File: src/rtl/serial_fa_pkg.sv
// Shared types and constants for the bit-serial adder: FSM encoding and the
// full-adder truth tables indexed by {a, b, carry_in}.
package serial_fa_pkg;

    typedef enum logic [1:0] {
        IDLE = 2'd0,
        RUN  = 2'd1,
        DONE = 2'd2
    } state_t;

    localparam logic [7:0] SUM_TT   = 8'b1001_0110;
    localparam logic [7:0] CARRY_TT = 8'b1110_1000;

endpackage

File: src/rtl/fa_lut.sv
// Single-bit full adder realised as two 8-entry truth-table lookups.
module fa_lut
    import serial_fa_pkg::*;
(
    input  logic a,
    input  logic b,
    input  logic c,
    output logic s,
    output logic co
);

    logic [2:0] idx;

    assign idx = {a, b, c};
    assign s   = SUM_TT[idx];
    assign co  = CARRY_TT[idx];

endmodule

File: src/rtl/serial_fa_adder.sv
// Bit-serial adder/subtractor: one full-adder evaluation per clock, LSB first,
// with a carry flip-flop between bits and a start/busy/done handshake.
module serial_fa_adder
    import serial_fa_pkg::*;
#(
    parameter int WIDTH = 8
) (
    input  logic             clk,
    input  logic             rst_n,
    input  logic             start,
    input  logic             op,
    input  logic [WIDTH-1:0] a,
    input  logic [WIDTH-1:0] b,
    input  logic             cin,
    output logic             busy,
    output logic             done,
    output logic [WIDTH-1:0] sum,
    output logic             cout
);

    localparam int             CNT_W = $clog2(WIDTH + 1);
    localparam logic [CNT_W-1:0] LAST = CNT_W'(WIDTH - 1);

    state_t           state;
    state_t           state_nxt;
    logic [WIDTH-1:0] a_sh;
    logic [WIDTH-1:0] b_sh;
    logic [WIDTH-1:0] res_sh;
    logic [WIDTH-1:0] res_nxt;
    logic [CNT_W-1:0] cnt;
    logic             carry;
    logic             bit_s;
    logic             bit_co;
    logic             accept;
    logic             last_bit;

    fa_lut u_fa (
        .a  (a_sh[0]),
        .b  (b_sh[0]),
        .c  (carry),
        .s  (bit_s),
        .co (bit_co)
    );

    // New sum bit enters at the MSB so the LSB-first stream lands in place.
    generate
        if (WIDTH == 1) begin : g_res_one
            assign res_nxt = bit_s;
        end else begin : g_res_wide
            assign res_nxt = {bit_s, res_sh[WIDTH-1:1]};
        end
    endgenerate

    assign accept   = start && (state == IDLE || state == DONE);
    assign last_bit = (state == RUN) && (cnt == LAST);

    // NOTE: state is a flop, so it is assigned with <= to avoid read/write races between always_ff blocks.
    always_ff @(posedge clk) begin
        if (!rst_n) state <= IDLE;
        else        state <= state_nxt;
    end

    // NOTE: the default assignment first keeps this block free of inferred latches.
    always_comb begin
        state_nxt = state;
        case (state)
            IDLE:    if (start) state_nxt = RUN;
            RUN:     if (cnt == LAST) state_nxt = DONE;
            DONE:    state_nxt = start ? RUN : IDLE;
            default: state_nxt = IDLE;
        endcase
    end

    always_comb begin
        busy = (state == RUN);
        done = (state == DONE);
    end

    // Subtraction is a + ~b + 1: invert b on load and force the first carry.
    always_ff @(posedge clk) begin
        if (!rst_n) begin
            a_sh   <= '0;
            b_sh   <= '0;
            res_sh <= '0;
            carry  <= 1'b0;
            cnt    <= '0;
            sum    <= '0;
            cout   <= 1'b0;
        end else if (accept) begin
            a_sh  <= a;
            b_sh  <= op ? ~b : b;
            carry <= op ? 1'b1 : cin;
            cnt   <= '0;
        end else if (state == RUN) begin
            a_sh   <= a_sh >> 1;
            b_sh   <= b_sh >> 1;
            res_sh <= res_nxt;
            carry  <= bit_co;
            cnt    <= cnt + CNT_W'(1);
            if (last_bit) begin
                sum  <= res_nxt;
                cout <= bit_co;
            end
        end
    end

endmodule

File: config.mk
export PLATFORM = sky130hd
export DESIGN_NAME = serial_fa_adder
export DESIGN_NICKNAME = d
export VERILOG_FILES = /design/src/rtl/serial_fa_pkg.sv /design/src/rtl/fa_lut.sv /design/src/rtl/serial_fa_adder.sv
export SDC_FILE = /design/constraint.sdc
export NUM_CORES = 1
export LEC_CHECK = 0
export BUFFER_PORTS_ARGS = -buffer_cell sky130_fd_sc_hd__buf_2
export CAP_MARGIN = 15
export CORE_MARGIN = 10
export CORE_UTILIZATION = 54
export CTS_CLUSTER_SIZE = 40
export DETAILED_ROUTE_END_ITERATION = 16
export PLACE_DENSITY = 0.78
export SLEW_MARGIN = 0
export SYNTH_ARGS = -nofsm -noshare
export SYNTH_HDL_FRONTEND = slang
export SYNTH_SLANG_ARGS = --single-unit
File: constraint.sdc
create_clock -name clk -period 2.1 [get_ports clk]
set_clock_uncertainty 0.1 [all_clocks]
set_input_delay 0.105 -clock clk [delete_from_list [all_inputs] [get_ports clk]]
set_output_delay 0.105 -clock clk [all_outputs]
set_load 0.01 [all_outputs]
==> results of run 1 <==
==> layout make-up <==
cell class | instances | area share
multi-input cells | 144 | 0.393
flip-flops and latches | 41 | 0.383
repair buffers | 48 | 0.144
clock inverters | 3 | 0.0304
well taps | 44 | 0.0257
clock buffers | 5 | 0.0175
inverters | 3 | 0.00642
==> cell usage after synthesis, types with 3 or more instances <==
cell type / number / area [µm²]
a21oi_1: 25 / 125
a22oi_1: 5 / 37.5
a311oi_1: 3 / 26.3
buf_2: 6 / 30.0
buf_4: 4 / 30.0
clkbuf_1: 5 / 18.8
dfxtp_1: 41 / 821
ha_1: 3 / 37.5
mux2i_1: 4 / 40.0
nand2_1: 27 / 101
nand2b_1: 3 / 18.8
nand3_1: 16 / 80.1
nor2_1: 8 / 30.0
nor3_1: 8 / 40.0
o21a_1: 4 / 30.0
o21ai_0: 11 / 55.1
o22ai_1: 3 / 18.8
xor2_1: 10 / 87.6
==> critical path, delay by kind of cell (launching register included) <==
family | cells | cell delay [ns]
buffers and inverters | 3 | 0.64
flip-flops | 1 | 0.44
AND/OR/NAND/NOR | 1 | 0.18
==> registers in the layout, indices dropped and copies added (netlist names) <==
name    flops
sum         8
state       2
res_sh      7
bit_s       1
a_sh        8
b_sh        8
cout        1
bit_co      1
cnt         4
carry       1
==> how the worst max path moves through the flow <==
stage,startpoint,depth (start not counted),endpoint
floorplan,state[0]$_SDFFE_PN0P_,6,bit_s$_DFF_P_
global placement,state[1]$_SDFFE_PN0P_,6,bit_s$_DFF_P_
detailed placement,state[1]$_SDFFE_PN0P_,6,bit_s$_DFF_P_
CTS,state[0]$_SDFFE_PN0P_,4,busy
global route,state[0]$_SDFFE_PN0P_,4,busy
finish,state[0]$_SDFFE_PN0P_,4,busy
==> per-layer routing <==
metal	track usage	routed length, µm
met1	0.147	1770
met2	0.218	1850
met3	0.0392	156
met4	0.0657	79
met5	0	0
==> power breakdown <==
group | internal [µW] | switching (µW) | leakage [µW]
Sequential | 817 | 21.6 | 0.000334
Clock | 368 | 264 | 0.0000552
Combinational | 94.1 | 115 | 0.000473
==> cell families (layout without fill, tap and decap cells) <==
family	Yosys count	after routing	synth area share
AND/OR/NAND/NOR	70	70	0.184
AO/OA/AOI/OAI	56	56	0.193
flip-flops	41	41	0.461
buffers and inverters	20	59	0.0647
XOR/XNOR	11	11	0.0541
multiplexers	4	4	0.0225
adder cells (fa/ha/maj)	3	3	0.0211
==> metrics by stage <==
step / cell area (µm²) / hold slack [ns] / setup WS, ns
finish: 2140 / 0.00728 / 0.279
detailed placement: 1940 / 0.296 / 0.313
floorplan: 1780 / 0.186 / 0.483
global route: 2140 / 0.0540 / 0.160
CTS: 2140 / 0.00817 / 0.269
global placement: 1940 / 0.297 / 0.368
==> repair_timing <==
item / 4_1_cts / 5_1_grt
endpoints found under the hold margin: 11 / 0
hold buffers: 10 / 0
buffers inserted: 0 / 0
==> impl_results.md, run 1 <==
- Crit path DAT: 1.62 ns
- Post-route minimum period: 1.82 ns
- Area of the multi-input gates: 843 µm²
- RSZ-0062 raised after global routing: no
- PD cells: roughly 780 nW/µm²
- Largest net degree at the start of global routing: 28
- Setup CP Type: reg2out
- Placed Cells: 270
- Final hold violation count: 0
- Wire length of the first global-routing pass: 6460 µm
- Most common cell after layout, fill and taps aside: dfxtp_1
- Sequential element share of the synthesized area: 0.461
- Slowest CP cell: dfxtp_1
- Outcome: finished clean
- Slew Viols, Final: 0
- Initial DRC Count: 114
- Cell count after synthesis: 205
- Die Area: 5990 µm²
- CP max stage delay: between 0.4 and 0.5 ns
- Chip Width: between 70 and 80 µm
- Worst EP required: 1.89 ns
- Final Wtd Congestion: 0.825
- Post-synth EDFFs: 0
- Reg-to-reg slack, setup: 0.30 ns
- Hold path start: b[6]
- Vias per inst: 5.17
- Share of layout cells above drive strength 1: 0.201
- Least-Margin Pin Slew: 0.544 ns
- H-tree depth: 2
- GRT Total Usage: 0.130
- Core outline area: 3100 µm²
- Setup violators final: 0
- Synth Net Count: 229
- Pleak: 0.000863 µW
- DRT Wirelength: 3850 µm
- CTS tree: built
- Reg area: 821 µm²
- Die Ht: about 77 µm
- CTS clk-pin slew, worst paths: about 0.12 ns
- Initial antenna violation count: 0
- Crit path cell chain: nand2b_1 -> inv_4 -> buf_4 -> buf_2
- Hold path cells: 4
- TritonCTS Sinks: 41
- Critical path endpoint category: output pin
- Skew-Pair Late Insertion Delay: 0.37 ns
- Most frequent cells in the layout: dfxtp_1 (41), buf_2 (31), nand2_1 (27)
- R2R depth: 6
- WL per Instance: 13.4 µm
- Avg Inst Size Synth: 8.68 µm²
- Setup TNS Final: 0 ns
- Final HPWL DP: 2640 µm
- DRC Markers: 0
- Hold Path End: b_sh[6]$_SDFFE_PN0N_
- Max-cap violations: 0
- Max frequency: 0.549 GHz
- Worst setup SP type: register
- Final nets: roughly 270
- Mapped cell area: 1780 µm²
- R2r startpoint: state[1]$_SDFFE_PN0P_
- ANT nets after route: 0
- Power Total: 1680 µW
- Reg-to-Reg End: bit_s$_DFF_P_
- Fin util: 0.691
- Yosys Warn Count: 0
- Worst relative slew slack: 0.637
- Primary FF master, synth: dfxtp_1
- Fillers: 261
- DR vias: 1488
- Synth cell types: 33
- CP Max Fanout: 27
- Post-synth ARST share: 0
- Worst hold-check path type: in2reg
- Max rail drop VDD: 413 µV
- Layout Area Growth over Synthesis: 20.5%
- Num CTS Buffers: 5
- Max Root-Sink Buffers: 2
- CTS root buffer: clkbuf_4
- I/O pin cnt: 32
- Grt total ovfl: 0
- Initial Util: 0.573
- Vias in the first global route: 1412
- Antenna cells: 0
- Non-filler cells, final: 288
- CTS resizes: 0
- Port Buf Inserts: 31
- Initial DRT Pass Iterations: 4
- FP Rows: 20
- Fin crit share: 0.867
- #FFs+latches synth: 41
Power figures use the tool's default switching activity.
==> run 2: changes to the inputs <==
--- a/config.mk
+++ b/config.mk
@@ -7,11 +7,13 @@
 export LEC_CHECK = 0
 export BUFFER_PORTS_ARGS = -buffer_cell sky130_fd_sc_hd__buf_2
 export CAP_MARGIN = 15
+export CELL_PAD_IN_SITES_DETAIL_PLACEMENT = 0
+export CELL_PAD_IN_SITES_GLOBAL_PLACEMENT = 2
 export CORE_MARGIN = 10
-export CORE_UTILIZATION = 54
+export CORE_UTILIZATION = 32
 export CTS_CLUSTER_SIZE = 40
 export DETAILED_ROUTE_END_ITERATION = 16
-export PLACE_DENSITY = 0.78
+export PLACE_DENSITY_LB_ADDON = 0.1
 export SLEW_MARGIN = 0
 export SYNTH_ARGS = -nofsm -noshare
 export SYNTH_HDL_FRONTEND = slang
==> run 2 against run 1 <==
  * Non-clock buffer count fell by 7
  * Power fell by 8.0%
  * First-iteration DRC count fell by 61%
  * Global-route usage fell by 2.6 points
  * Clock power fell by 20%
  * Count of clock-buffer cells in the layout did not move
  * Highest routed layer unchanged
  * Core utilization fell by 31 points
  * Via count rose by 1.8%
==> impl_results.md, run 2 (synthesized netlist as in run 1, its figures left out) <==
- Outcome: finished clean
- Wire length of the first global-routing pass: 7480 µm
- Final nets: 260
- Worst EP required: between 1.5 and 2 ns
- Final Wtd Congestion: roughly 0.75
- R2R depth: 5
- Initial Util: 0.327
- Final HPWL DP: 2990 µm
- CP Max Fanout: 33
- Crit path DAT: around 1.6 ns
- RSZ-0062 raised after global routing: no
- Antenna cells: 0
- Max-cap violations: 0
- Biggest regs: a_sh (8), b_sh (8), sum (8)
- Max rail drop VDD: 224 µV
- Setup violators final: 0
- Port Buf Inserts: 31
- DRC Markers: 0
- GRT Total Usage: 0.104
- Most common cell after layout, fill and taps aside: dfxtp_1
- FP Rows: 27
- Hold path start: a[7]
- Core outline area: 5440 µm²
- Num CTS Buffers: 5
- Placed Cells: 296
- Worst setup SP type: register
- Initial DRT Pass Iterations: 4
- Post-route minimum period: ~1.8 ns
- Non-filler cells, final: 309
- Worst hold-check path type: in2reg
- Share of layout cells above drive strength 1: 0.198
- Post-route cell area: 2100 µm²
- DRT Wirelength: approximately 4300 µm
- CP Launch Point: state[0]$_SDFFE_PN0P_
- WL per Instance: 14.1 µm
- Most frequent cells in the layout: dfxtp_1 (41), buf_2 (31), nand2_1 (27)
- Vias per inst: 4.90
- Hold path cells: 3
- Post-CTS setup repair buffer count: 0
- Largest net degree at the start of global routing: 34
- Die Ht: 94.6 µm
- Chip Width: between 90 and 100 µm
- CTS clk-pin slew, worst paths: 0.08 ns
- PD cells: 737 nW/µm²
- Vias in the first global route: 1612
- Reg area: 821 µm²
- Max frequency: ~0.57 GHz
- Grt total ovfl: 0
- Skew-Pair Late Insertion Delay: around 0.29 ns
- Hold_ws: 0.0111 ns
- R2r startpoint: state[0]$_SDFFE_PN0P_
- H-tree depth: 2
- Fillers: 582
- Critical path endpoint category: output pin
- DR vias: 1515
- Slew Viols, Final: 0
- Fin crit share: 0.835
- Setup CP Type: reg2out
- Max Root-Sink Buffers: 2
- CTS tree: built
- Die Area: 8940 µm²
- ANT nets after route: 0
- I/O pin cnt: 32
- Setup TNS Final: 0 ns
- Worst relative slew slack: 0.719
- Dpl ws: 0.388 ns
- TritonCTS Sinks: 41
- Area of the multi-input gates: about 840 µm²
- Final hold violation count: 0
- Initial DRC Count: 44
- Least-Margin Pin Slew: 0.421 ns
- Dpl cell area: 1960 µm²
- Layout Area Growth over Synthesis: 17.9%
- Initial antenna violation count: 0
- Pleak: 0.000821 µW
- Worst setup margin: 0.347 ns
- CTS root buffer: clkbuf_8
run 2: what timing repair did:
action,in CTS,in global routing
hold endpoints to repair,5,0
hold buffers,5,0
resized for setup,0,0
run 2: final timing paths:
kind / endpoint / slack (ns)
setup reg to reg: bit_s$_DFF_P_ / 0.37
hold reg to reg: res_sh[7]$_SDFFE_PN0P_ / 0.36
hold / removal: a_sh[7]$_SDFFE_PN0N_ / 0.01
setup / recovery: busy / 0.35
run 2: worst max-delay path, stage by stage, from the launching register on:
cell      delay, ns
dfxtp_1        0.44
nand2b_1       0.18
inv_4          0.10
buf_4          0.33
buf_2          0.20
run 2: final cells by class:
type,count,area share
Inverter,3,0.00656
Tap cell,72,0.0430
Clock buffer,5,0.0328
Clock inverter,3,0.00835
Timing Repair Buffer,41,0.116
Multi-Input combinational cell,144,0.402
Sequential cell,41,0.391
run 2: layer usage:
layer	vias up	share of wire	track usage
met5	-	0	0
met4	0	0.012	0.0299
met3	5	0.061	0.0412
met2	28	0.48	0.180
met1	711	0.45	0.115
li1	771	-	-
run 2: stage by stage:
| stage | total power, µW | util |
|---|---|---|
| after global routing | 1640 | 0.386 |
| after CTS | 1580 | 0.386 |
| after detailed placement | 1060 | 0.360 |
| after floorplan | 1000 | - |
| final | 1550 | 0.386 |
| after global placement | 1050 | 0.360 |
run 2: report_power, final:
part | switching (µW) | internal (µW)
logic | 118 | 84.7
clock network | 276 | 229
registers | 21.7 | 816
total | 415 | 1130
